===== config.mk =====
export PLATFORM = sky130hd
export DESIGN_NAME = yrow_reader
export DESIGN_NICKNAME = d
export VERILOG_FILES = /design/src/rtl/yval_pkg.sv /design/src/rtl/yword_unpack.sv /design/src/rtl/yrow_reader.sv
export SDC_FILE = /design/constraint.sdc
export NUM_CORES = 1
export LEC_CHECK = 0
export CAP_MARGIN = 20
export CORE_MARGIN = 1
export CORE_UTILIZATION = 56
export CTS_BUF_LIST = sky130_fd_sc_hd__clkbuf_8
export DETAILED_ROUTE_END_ITERATION = 12
export GPL_ROUTABILITY_DRIVEN = 1
export PLACE_DENSITY = 0.88
export SLEW_MARGIN = 15
export SYNTH_ARGS = -nofsm -noshare
export SYNTH_HDL_FRONTEND = slang
export SYNTH_SLANG_ARGS = --single-unit

===== constraint.sdc =====
create_clock -name clock -period 10.3 [get_ports clock]
set_input_delay 1.03 -clock clock [delete_from_list [all_inputs] [get_ports clock]]
set_output_delay 1.03 -clock clock [all_outputs]
set_load 0.02 [all_outputs]

===== src/rtl/yval_pkg.sv =====
// Y-matrix SRAM packing shared by the read and change-write paths:
// five 48-bit {real, img} entries per 256-bit word, top 16 bits unused.
package yval_pkg;
    localparam int ENT_W        = 48;
    localparam int PART_W       = 24;
    localparam int WORD_W       = 256;
    localparam int ENT_PER_WORD = 5;

    typedef struct packed {
        logic [15:0]       row;
        logic [15:0]       col;
        logic [PART_W-1:0] real_part;
        logic [PART_W-1:0] img_part;
    } yrec_t;

    typedef enum logic [2:0] {
        ST_IDLE,
        ST_RD,
        ST_WT,
        ST_EM,
        ST_DN
    } yrd_state_t;

    function automatic int slot_lsb(input int slot);
        return slot * ENT_W;
    endfunction
endpackage


===== src/rtl/yword_unpack.sv =====
// Combinational slot extract from one packed Y word; slot indices past the
// last entry read as zero.
module yword_unpack
    import yval_pkg::*;
(
    input  logic [WORD_W-1:0] word,
    input  logic [2:0]        slot,
    output logic [PART_W-1:0] re,
    output logic [PART_W-1:0] im,
    output logic              is_zero
);
    logic [ENT_W-1:0] ent;
    logic             unused_hi;

    // upper 16 bits of the word carry no entry
    assign unused_hi = ^word[WORD_W-1:ENT_PER_WORD*ENT_W];

    always_comb begin
        ent = '0;
        for (int s = 0; s < ENT_PER_WORD; s++) begin
            if (32'(slot) == s) ent = word[slot_lsb(s) +: ENT_W];
        end
    end

    assign re      = ent[ENT_W-1:PART_W];
    assign im      = ent[PART_W-1:0];
    assign is_zero = (ent == '0);
endmodule


===== src/rtl/yrow_reader.sv =====
// Streams the stored entries of one Y-matrix row as (row, col, real, img)
// records under valid/ready.
//   state | meaning
//   IDLE  | wait for start, reject out-of-range rows with err
//   RD    | issue one word read
//   WT    | capture the returned word
//   EM    | evaluate one slot per cycle, stall on a pending record
//   DN    | one-cycle done pulse
module yrow_reader
    import yval_pkg::*;
#(
    parameter int NUM_ROWS  = 16,
    parameter int NUM_COLS  = 16,
    parameter int BASE_ADDR = 0,
    parameter int ADDR_W    = 10,
    parameter int SKIP_ZERO = 1
) (
    input  logic              clock,
    input  logic              reset,
    input  logic              start,
    input  logic [15:0]       req_row,
    output logic              busy,
    output logic              done,
    output logic              err,
    output logic              mem_rd_en,
    output logic [ADDR_W-1:0] mem_addr,
    input  logic [WORD_W-1:0] mem_rdata,
    output logic              out_valid,
    input  logic              out_ready,
    output logic [15:0]       out_row,
    output logic [15:0]       out_col,
    output logic [PART_W-1:0] out_real,
    output logic [PART_W-1:0] out_img,
    output logic [15:0]       ent_count
);
    localparam int WORDS_PER_ROW = (NUM_COLS + ENT_PER_WORD - 1) / ENT_PER_WORD;

    yrd_state_t        state_q, state_d;
    logic [15:0]       row_q, word_q, ent_cnt_q, cur_col;
    logic [2:0]        slot_q;
    logic [WORD_W-1:0] word_buf;
    yrec_t             rec_q;
    logic              valid_q, err_q;
    logic [PART_W-1:0] slot_re, slot_im;
    logic              slot_zero, skip, req_ok, accept, em_free, exhausted, last_word;

    yword_unpack u_unpack (
        .word    (word_buf),
        .slot    (slot_q),
        .re      (slot_re),
        .im      (slot_im),
        .is_zero (slot_zero)
    );

    assign req_ok    = {16'd0, req_row} < 32'(NUM_ROWS);
    assign accept    = (state_q == ST_IDLE) && start && req_ok;
    assign cur_col   = 16'(32'(word_q) * ENT_PER_WORD + 32'(slot_q));
    // a word is finished once past slot 4 or past the last real column
    assign exhausted = (slot_q == 3'(ENT_PER_WORD)) || ({16'd0, cur_col} >= 32'(NUM_COLS));
    assign last_word = ({16'd0, word_q} == 32'(WORDS_PER_ROW - 1));
    assign skip      = (SKIP_ZERO != 0) && slot_zero;
    assign em_free   = !valid_q || out_ready;

    always_ff @(posedge clock) begin
        if (reset) state_q <= ST_IDLE;
        else       state_q <= state_d;
    end

    always_comb begin
        state_d   = state_q;
        mem_rd_en = 1'b0;
        busy      = 1'b0;
        done      = 1'b0;
        case (state_q)
            ST_IDLE: if (accept) state_d = ST_RD;
            ST_RD: begin
                mem_rd_en = 1'b1;
                busy      = 1'b1;
                state_d   = ST_WT;
            end
            ST_WT: begin
                busy    = 1'b1;
                state_d = ST_EM;
            end
            ST_EM: begin
                busy = 1'b1;
                // leave only after the last record of the word has transferred
                if (em_free && exhausted) state_d = last_word ? ST_DN : ST_RD;
            end
            ST_DN: begin
                done    = 1'b1;
                state_d = ST_IDLE;
            end
            default: state_d = ST_IDLE;
        endcase
    end

    assign mem_addr = mem_rd_en ? ADDR_W'(BASE_ADDR) + ADDR_W'(32'(row_q) * WORDS_PER_ROW)
                                  + ADDR_W'(word_q)
                                : '0;

    always_ff @(posedge clock) begin
        if (reset) begin
            row_q     <= '0;
            word_q    <= '0;
            slot_q    <= '0;
            word_buf  <= '0;
            rec_q     <= '0;
            valid_q   <= 1'b0;
            err_q     <= 1'b0;
            ent_cnt_q <= '0;
        end else begin
            err_q <= (state_q == ST_IDLE) && start && !req_ok;
            case (state_q)
                ST_IDLE: if (accept) begin
                    row_q     <= req_row;
                    word_q    <= '0;
                    ent_cnt_q <= '0;
                end
                ST_WT: begin
                    word_buf <= mem_rdata;
                    slot_q   <= '0;
                end
                ST_EM: if (em_free) begin
                    if (valid_q) ent_cnt_q <= ent_cnt_q + 16'd1;
                    if (exhausted) begin
                        valid_q <= 1'b0;
                        word_q  <= word_q + 16'd1;
                    end else begin
                        slot_q          <= slot_q + 3'd1;
                        valid_q         <= !skip;
                        rec_q.row       <= row_q;
                        rec_q.col       <= cur_col;
                        rec_q.real_part <= slot_re;
                        rec_q.img_part  <= slot_im;
                    end
                end
                default: ;
            endcase
        end
    end

    assign err       = err_q;
    assign out_valid = valid_q;
    assign out_row   = rec_q.row;
    assign out_col   = rec_q.col;
    assign out_real  = rec_q.real_part;
    assign out_img   = rec_q.img_part;
    assign ent_count = ent_cnt_q;
endmodule

==> metrics, run 1 <==
FF-to-FF End out_col[11]$_SDFFE_PP0P_; Post-synth ARST share 0; initial antenna violation count 7; Final Max Tran Viols 0; CTS Buf Count 59; HP Class flip-flop to flip-flop; status complete, no violations; Max IR drop VDD 0.0000926 V; Fill cells 2193; Setup crit end out_col[11]$_SDFFE_PP0P_; drt pass-1 iters 6; Flop pwr share 0.489; total core area 29800 µm²; Ports 387; DR vias/cell 5.92; cell area after synthesis 17100 µm²; max-cap violations 0; Root Buffer clkbuf_8; f_max 0.214 GHz; DIE WIDTH 177 µm; CP required 10.80 ns; PostCTS Resize Cnt 0; final antenna-violating net count 0; post-place setup slack 5.67 ns; critical path launch point type flip-flop; R2R Path Start word_q[2]$_SDFFE_PP0P_; worst setup margin 5.62 ns; Worst setup startpoint word_q[2]$_SDFFE_PP0P_; Post-synth EDFFs 0; vias in the first global route 15900; DRT Wirelength 54.5 mm; Top FF cell, synth dfxtp_1; Rel. slew slack 0.208; Synth Warn # 0; largest net degree at the start of global routing 241; CP Max Fanout 100; Fin Setup TNS 0 ns; Crit Path Class flip-flop to flip-flop; final worst path period need 4.68 ns; setup bufs post-CTS 0; DRT iter0 DRCs 1857; Slew @ Worst Pin 1.16 ns; post-synth cell types 76; commonest non-fill, non-tap cell in the layout nand2_1; sequential area share after synthesis 0.441; Die Area 31200 µm²; Routed met2 length 25.5 mm; switching pwr 0.644 mW; Leak Pwr 7.78 nW; internal power 2.33 mW; Top Metal Used met5; Critical Path Sink Type flip-flop; R2R setup slack 5.62 ns; Starting Density 0.573; IO buf count 370; worst skew pair latency 0.62 ns; CP arrival 5.17 ns; final worst path period share 0.454; CTS tree done; chip height 177 µm; RD Place Congestion 0.946; Routed WL per cell 18.7 µm; Clock power frac 0.465; Clock Tree Buf Depth 3; DRC violations left 0; worst r2r path cells 12; hpwl dp 37.7 mm; Syn Area/Cell 7.74 µm²; area delta synth->final 29.4%; final hold violations 0; # clock sinks 376; switching part of the total 0.216; Rows 63; Logic pwr share 0.046; hold_buf cts 0; layout cells sized above 1 0.0534; Metal-1 WL 21.5 mm; GR Overflow Total 0; H-Tree Depth 2; RSZ-0062 raised after global routing false; GR Util All Layers 0.336; synthesis-stage register bit count 376; first-pass GRT wire length 83.5 mm; pwr dens 135 nW/µm²; Syn Nets 2537; Nets 2814; via count 17300; setup violators final 0; Clock Skew 0.0336 ns; most frequent cells in the layout nand2_1 (599), a21oi_1 (376), dfxtp_1 (376), clkdlybuf4s50_1 (369), nand3_1 (98); Reg clk slew, reported paths 0.06 ns; Post-Syn Instances 2203; Met3 Routed Length 5.30 mm
per-stage QoR:
step	power [mW]	cell area [µm²]	cells	util	hold slack [ns]
6_report	2.98	22100	2921	0.741	0.449
5_1_grt	3.06	22100	2921	0.741	0.466
3_5_place_dp	1.62	20700	2809	0.696	0.443
2_1_floorplan	1.51	17100	2203	-	0.429
3_3_place_gp	1.62	20700	2808	0.695	0.438
4_1_cts	2.98	22100	2916	0.741	0.451
worst min path at each step:
stage                     depth (start not counted)  slack (ns)                        from                         end
after floorplan                                   1        0.43      row_q[10]$_SDFFE_PP0P_      row_q[10]$_SDFFE_PP0P_
after global placement                            2        0.44    out_row[15]$_SDFFE_PP0P_    out_row[15]$_SDFFE_PP0P_
after detailed placement                          2        0.44  word_buf[151]$_SDFFE_PP0P_  word_buf[151]$_SDFFE_PP0P_
after CTS                                         2        0.45     out_row[8]$_SDFFE_PP0P_     out_row[8]$_SDFFE_PP0P_
after global routing                              2        0.47     out_row[5]$_SDFFE_PP0P_     out_row[5]$_SDFFE_PP0P_
final                                             2        0.45  word_buf[151]$_SDFFE_PP0P_  word_buf[151]$_SDFFE_PP0P_
registers in the layout (all words and copies together), names as in the netlist:
signal	flops
word_buf	240
out_img	24
out_real	24
ent_count	16
out_col	16
out_row	16
row_q	16
word_q	16
slot_q	3
state_q	3
err	1
out_valid	1
logic make-up after synthesis:
logic type	Yosys count	share of synthesized area
AOI/OAI and AO/OA	553	0.191
xor gates and xnor gates	25	0.0128
adders and majority gates	58	0.0434
buffers and inverters	190	0.0458
DFF	376	0.441
muxes	8	0.00477
and+or+nand+nor	993	0.261
Yosys cell counts, types with 7 or more instances:
cell | instances | area [µm²]
nand2b_1 | 29 | 181
nand3b_1 | 17 | 128
clkbuf_1 | 138 | 518
o211ai_1 | 7 | 52.6
o31ai_1 | 16 | 120
o32ai_1 | 16 | 140
buf_4 | 8 | 60.1
buf_2 | 18 | 90.1
nand2_1 | 599 | 2250
and3_1 | 7 | 43.8
nand4_1 | 14 | 87.6
a211oi_1 | 20 | 150
a221oi_1 | 15 | 131
dfxtp_1 | 376 | 7530
nor2_1 | 94 | 353
nand3_1 | 98 | 490
or3_1 | 14 | 87.6
and2_1 | 32 | 200
a22oi_1 | 20 | 150
nor2b_1 | 20 | 125
nor4_1 | 16 | 100
xor2_1 | 13 | 114
a211o_1 | 12 | 105
or4_1 | 12 | 90.1
xnor2_1 | 12 | 105
nor3_1 | 20 | 100
o21ai_0 | 29 | 145
mux2i_1 | 7 | 70.1
ha_1 | 56 | 701
a21oi_1 | 376 | 1880
inv_1 | 18 | 67.6
routing by layer:
layer / GRT usage / vias up
li1: - / 8143
met1: 0.433 / 8079
met2: 0.543 / 920
met3: 0.0644 / 153
met4: 0.157 / 2
met5: 0 / -
cell type report:
class,count,area [µm²],area share
Tap cell,390,488,0.0221
Inverter,18,67.6,0.00306
Clock inverter,24,194,0.00878
Timing Repair Buffer,388,3860,0.175
Multi-Input combinational cell,1637,8780,0.398
Clock buffer,83,1140,0.0517
Sequential cell,376,7530,0.341
Antenna cell,5,12.5,0.000567
power by group through the flow:
stage / logic [mW] / registers [mW] / clock network [mW]
floorplan: 0.0220 / 1.49 / 0
global placement: 0.136 / 1.49 / 0
detailed placement: 0.136 / 1.49 / 0
CTS: 0.136 / 1.45 / 1.39
global route: 0.143 / 1.45 / 1.46
finish: 0.138 / 1.45 / 1.38
worst max-delay path: stages (launching register included):
cell,delay [ns]
dfxtp_1,0.52
ha_1,0.31
ha_1,0.31
inv_1,0.07
fa_1,0.43
and2b_1,0.31
o21a_4,0.20
o21ai_0,0.14
o211a_1,0.27
nor4_4,0.33
and3_4,0.90
a21oi_1,0.42
and2_1,0.28
No activity file was read; power rests on OpenSTA's default activity.
==> inputs of run 2 (changes only) <==
--- a/config.mk
+++ b/config.mk
@@ -7,11 +7,11 @@
 export LEC_CHECK = 0
 export CAP_MARGIN = 20
 export CORE_MARGIN = 1
-export CORE_UTILIZATION = 56
+export CORE_UTILIZATION = 52
 export CTS_BUF_LIST = sky130_fd_sc_hd__clkbuf_8
 export DETAILED_ROUTE_END_ITERATION = 12
 export GPL_ROUTABILITY_DRIVEN = 1
-export PLACE_DENSITY = 0.88
+export PLACE_DENSITY = 0.82
 export SLEW_MARGIN = 15
 export SYNTH_ARGS = -nofsm -noshare
 export SYNTH_HDL_FRONTEND = slang
==> constraint.sdc (replaced) <==
create_clock -name clock -period 4.5 [get_ports clock]
set_input_delay 0.45 -clock clock [delete_from_list [all_inputs] [get_ports clock]]
set_output_delay 0.45 -clock clock [all_outputs]
set_load 0.02 [all_outputs]
==> run 2 against run 1 <==
- clock skew fell by 0.010 ns
- utilization shrank 4.5 points
- clock-buffer cell count decreased by 9
- register-to-register slack got worse by 5.1 ns
- non-clock buffer count increased by 17
- global-route usage down 1.7 points
- highest routed layer is now met4
==> metrics, run 2 (same netlist as run 1, synthesis figures left out) <==
status complete, no violations; DR vias/cell 5.76; pwr dens 296 nW/µm²; hpwl dp 39.5 mm; f_max 0.253 GHz; RD Place Congestion 0.947; placed standard-cell area 21000 µm²; final worst path period need 3.95 ns; switching pwr 1.48 mW; Reg clk slew, reported paths 0.06 ns; largest net degree at the start of global routing 137; Final Max Tran Viols 0; Critical Path Slowest Stage Cell dfxtp_1; CP Max Fanout 30; Clock Tree Buf Depth 3; DRC violations left 0; Top reg by flops word_buf; critical path launch point type flip-flop; Design Area, Final 22200 µm²; Critical Path Most Common Cell ha_1; H-Tree Depth 2; Starting Density 0.535; internal power 5.08 mW; Critical Path Sink Type flip-flop; total power 6.56 mW; final antenna-violating net count 0; WP buf/inv 1; via count 17200; chip height 183 µm; final hold violations 0; Ports 387; vias in the first global route 16000; Clock power frac 0.444; Flop pwr share 0.508; IO buf count 370; Slew @ Worst Pin 1.07 ns; CTS tree done; RSZ-0062 raised after global routing false; switching part of the total 0.226; max-cap violations 0; CP peak stage delay 0.52 ns; layout cells sized above 1 0.0582; final worst path period share 0.878; drt pass-1 iters 6; PostCTS Resize Cnt 0; Nets 2831; commonest non-fill, non-tap cell in the layout nand2_1; setup bufs post-CTS 0; initial antenna violation count 3; DRT Wirelength 55.2 mm; Fin Setup TNS 0 ns; CP delay by family, top compound AO/OA/AOI/OAI gates; Die Area 33500 µm²; Rel. slew slack 0.287; area delta synth->final 30.0%; hold_buf cts 0; CTS Buf Count 59; # clock sinks 376; worst skew pair latency 0.62 ns; crit path cell chain ha_1, ha_1, ha_1, a21oi_1, o21ai_0, a21oi_1, o211ai_1, nor4_4, and3_4, buf_4, nor3_1, a2111oi_2; GR Overflow Total 0; CP arrival 4.45 ns; Routed WL per cell 18.5 µm; HP Class input pin to flip-flop; Crit Path Class flip-flop to flip-flop; Leak Pwr 7.84 nW; CP required 5.00 ns; DRT iter0 DRCs 1559; Logic pwr share 0.048; Max IR drop VDD 0.000208 V; setup violators final 0; Clock Skew 0.0236 ns; most frequent cells in the layout nand2_1 (599), a21oi_1 (376), dfxtp_1 (376), clkdlybuf4s50_1 (369), nand3_1 (98); DIE WIDTH 183 µm; Rows 65; Root Buffer clkbuf_8; first-pass GRT wire length 84.9 mm; GR Util All Layers 0.319; total core area 31900 µm²; max reg flops 240
==> run 2: final timing paths <==
path	slack (ns)	to	cells past startpoint	start
worst min-delay path	0.37	row_q[2]$_SDFFE_PP0P_	2	reset
worst max register to register	0.55	state_q[0]$_SDFFE_PP0P_	12	word_q[7]$_SDFFE_PP0P_
worst max-delay path	0.55	state_q[0]$_SDFFE_PP0P_	12	word_q[7]$_SDFFE_PP0P_
worst min register to register	0.45	word_buf[151]$_SDFFE_PP0P_	2	word_buf[151]$_SDFFE_PP0P_
==> run 2: layout make-up <==
class,instances,area [µm²]
timing repair buffer,405,4030
fill,2654,9700
multi-input combinational,1637,8790
clock inverter,34,188
tap,435,544
antenna,3,7.51
clock buffer,74,1020
sequential,376,7530
inverter,18,67.6
==> run 2: routing by layer <==
metal  vias to the layer above  global-route usage  part of all wire
li1                       8170                   -                 -
met1                      7967               0.418              0.41
met2                       891               0.512              0.46
met3                       135              0.0556             0.090
met4                         0               0.150             0.043
met5                         -                   0                 0
==> run 2: power by group through the flow <==
stage          clock [mW]  combinational (mW)  sequential (mW)
3_5_place_dp            0               0.313             3.40
4_1_cts              2.93               0.315             3.33
5_1_grt              3.10               0.330             3.33
3_3_place_gp            0               0.314             3.40
6_report             2.91               0.318             3.33
2_1_floorplan           0              0.0504             3.40
==> run 2: worst reg2reg max path, stage by stage, from the launching register on <==
cell	delay, ns
dfxtp_1	0.52
ha_1	0.31
ha_1	0.30
ha_1	0.41
a21oi_1	0.33
o21ai_0	0.22
a21oi_1	0.19
o211ai_1	0.13
nor4_4	0.32
and3_4	0.47
buf_4	0.22
nor3_1	0.07
a2111oi_2	0.35
==> run 2: per-stage QoR <==
stage	worst slack (ns)	utilization	instances	hold slack, ns
floorplan	1.09	-	2203	0.429
detailed placement	0.608	0.658	2871	0.441
finish	0.548	0.696	2982	0.372
CTS	0.573	0.696	2979	0.344
global route	0.194	0.696	2982	0.376
global placement	0.675	0.658	2871	0.438
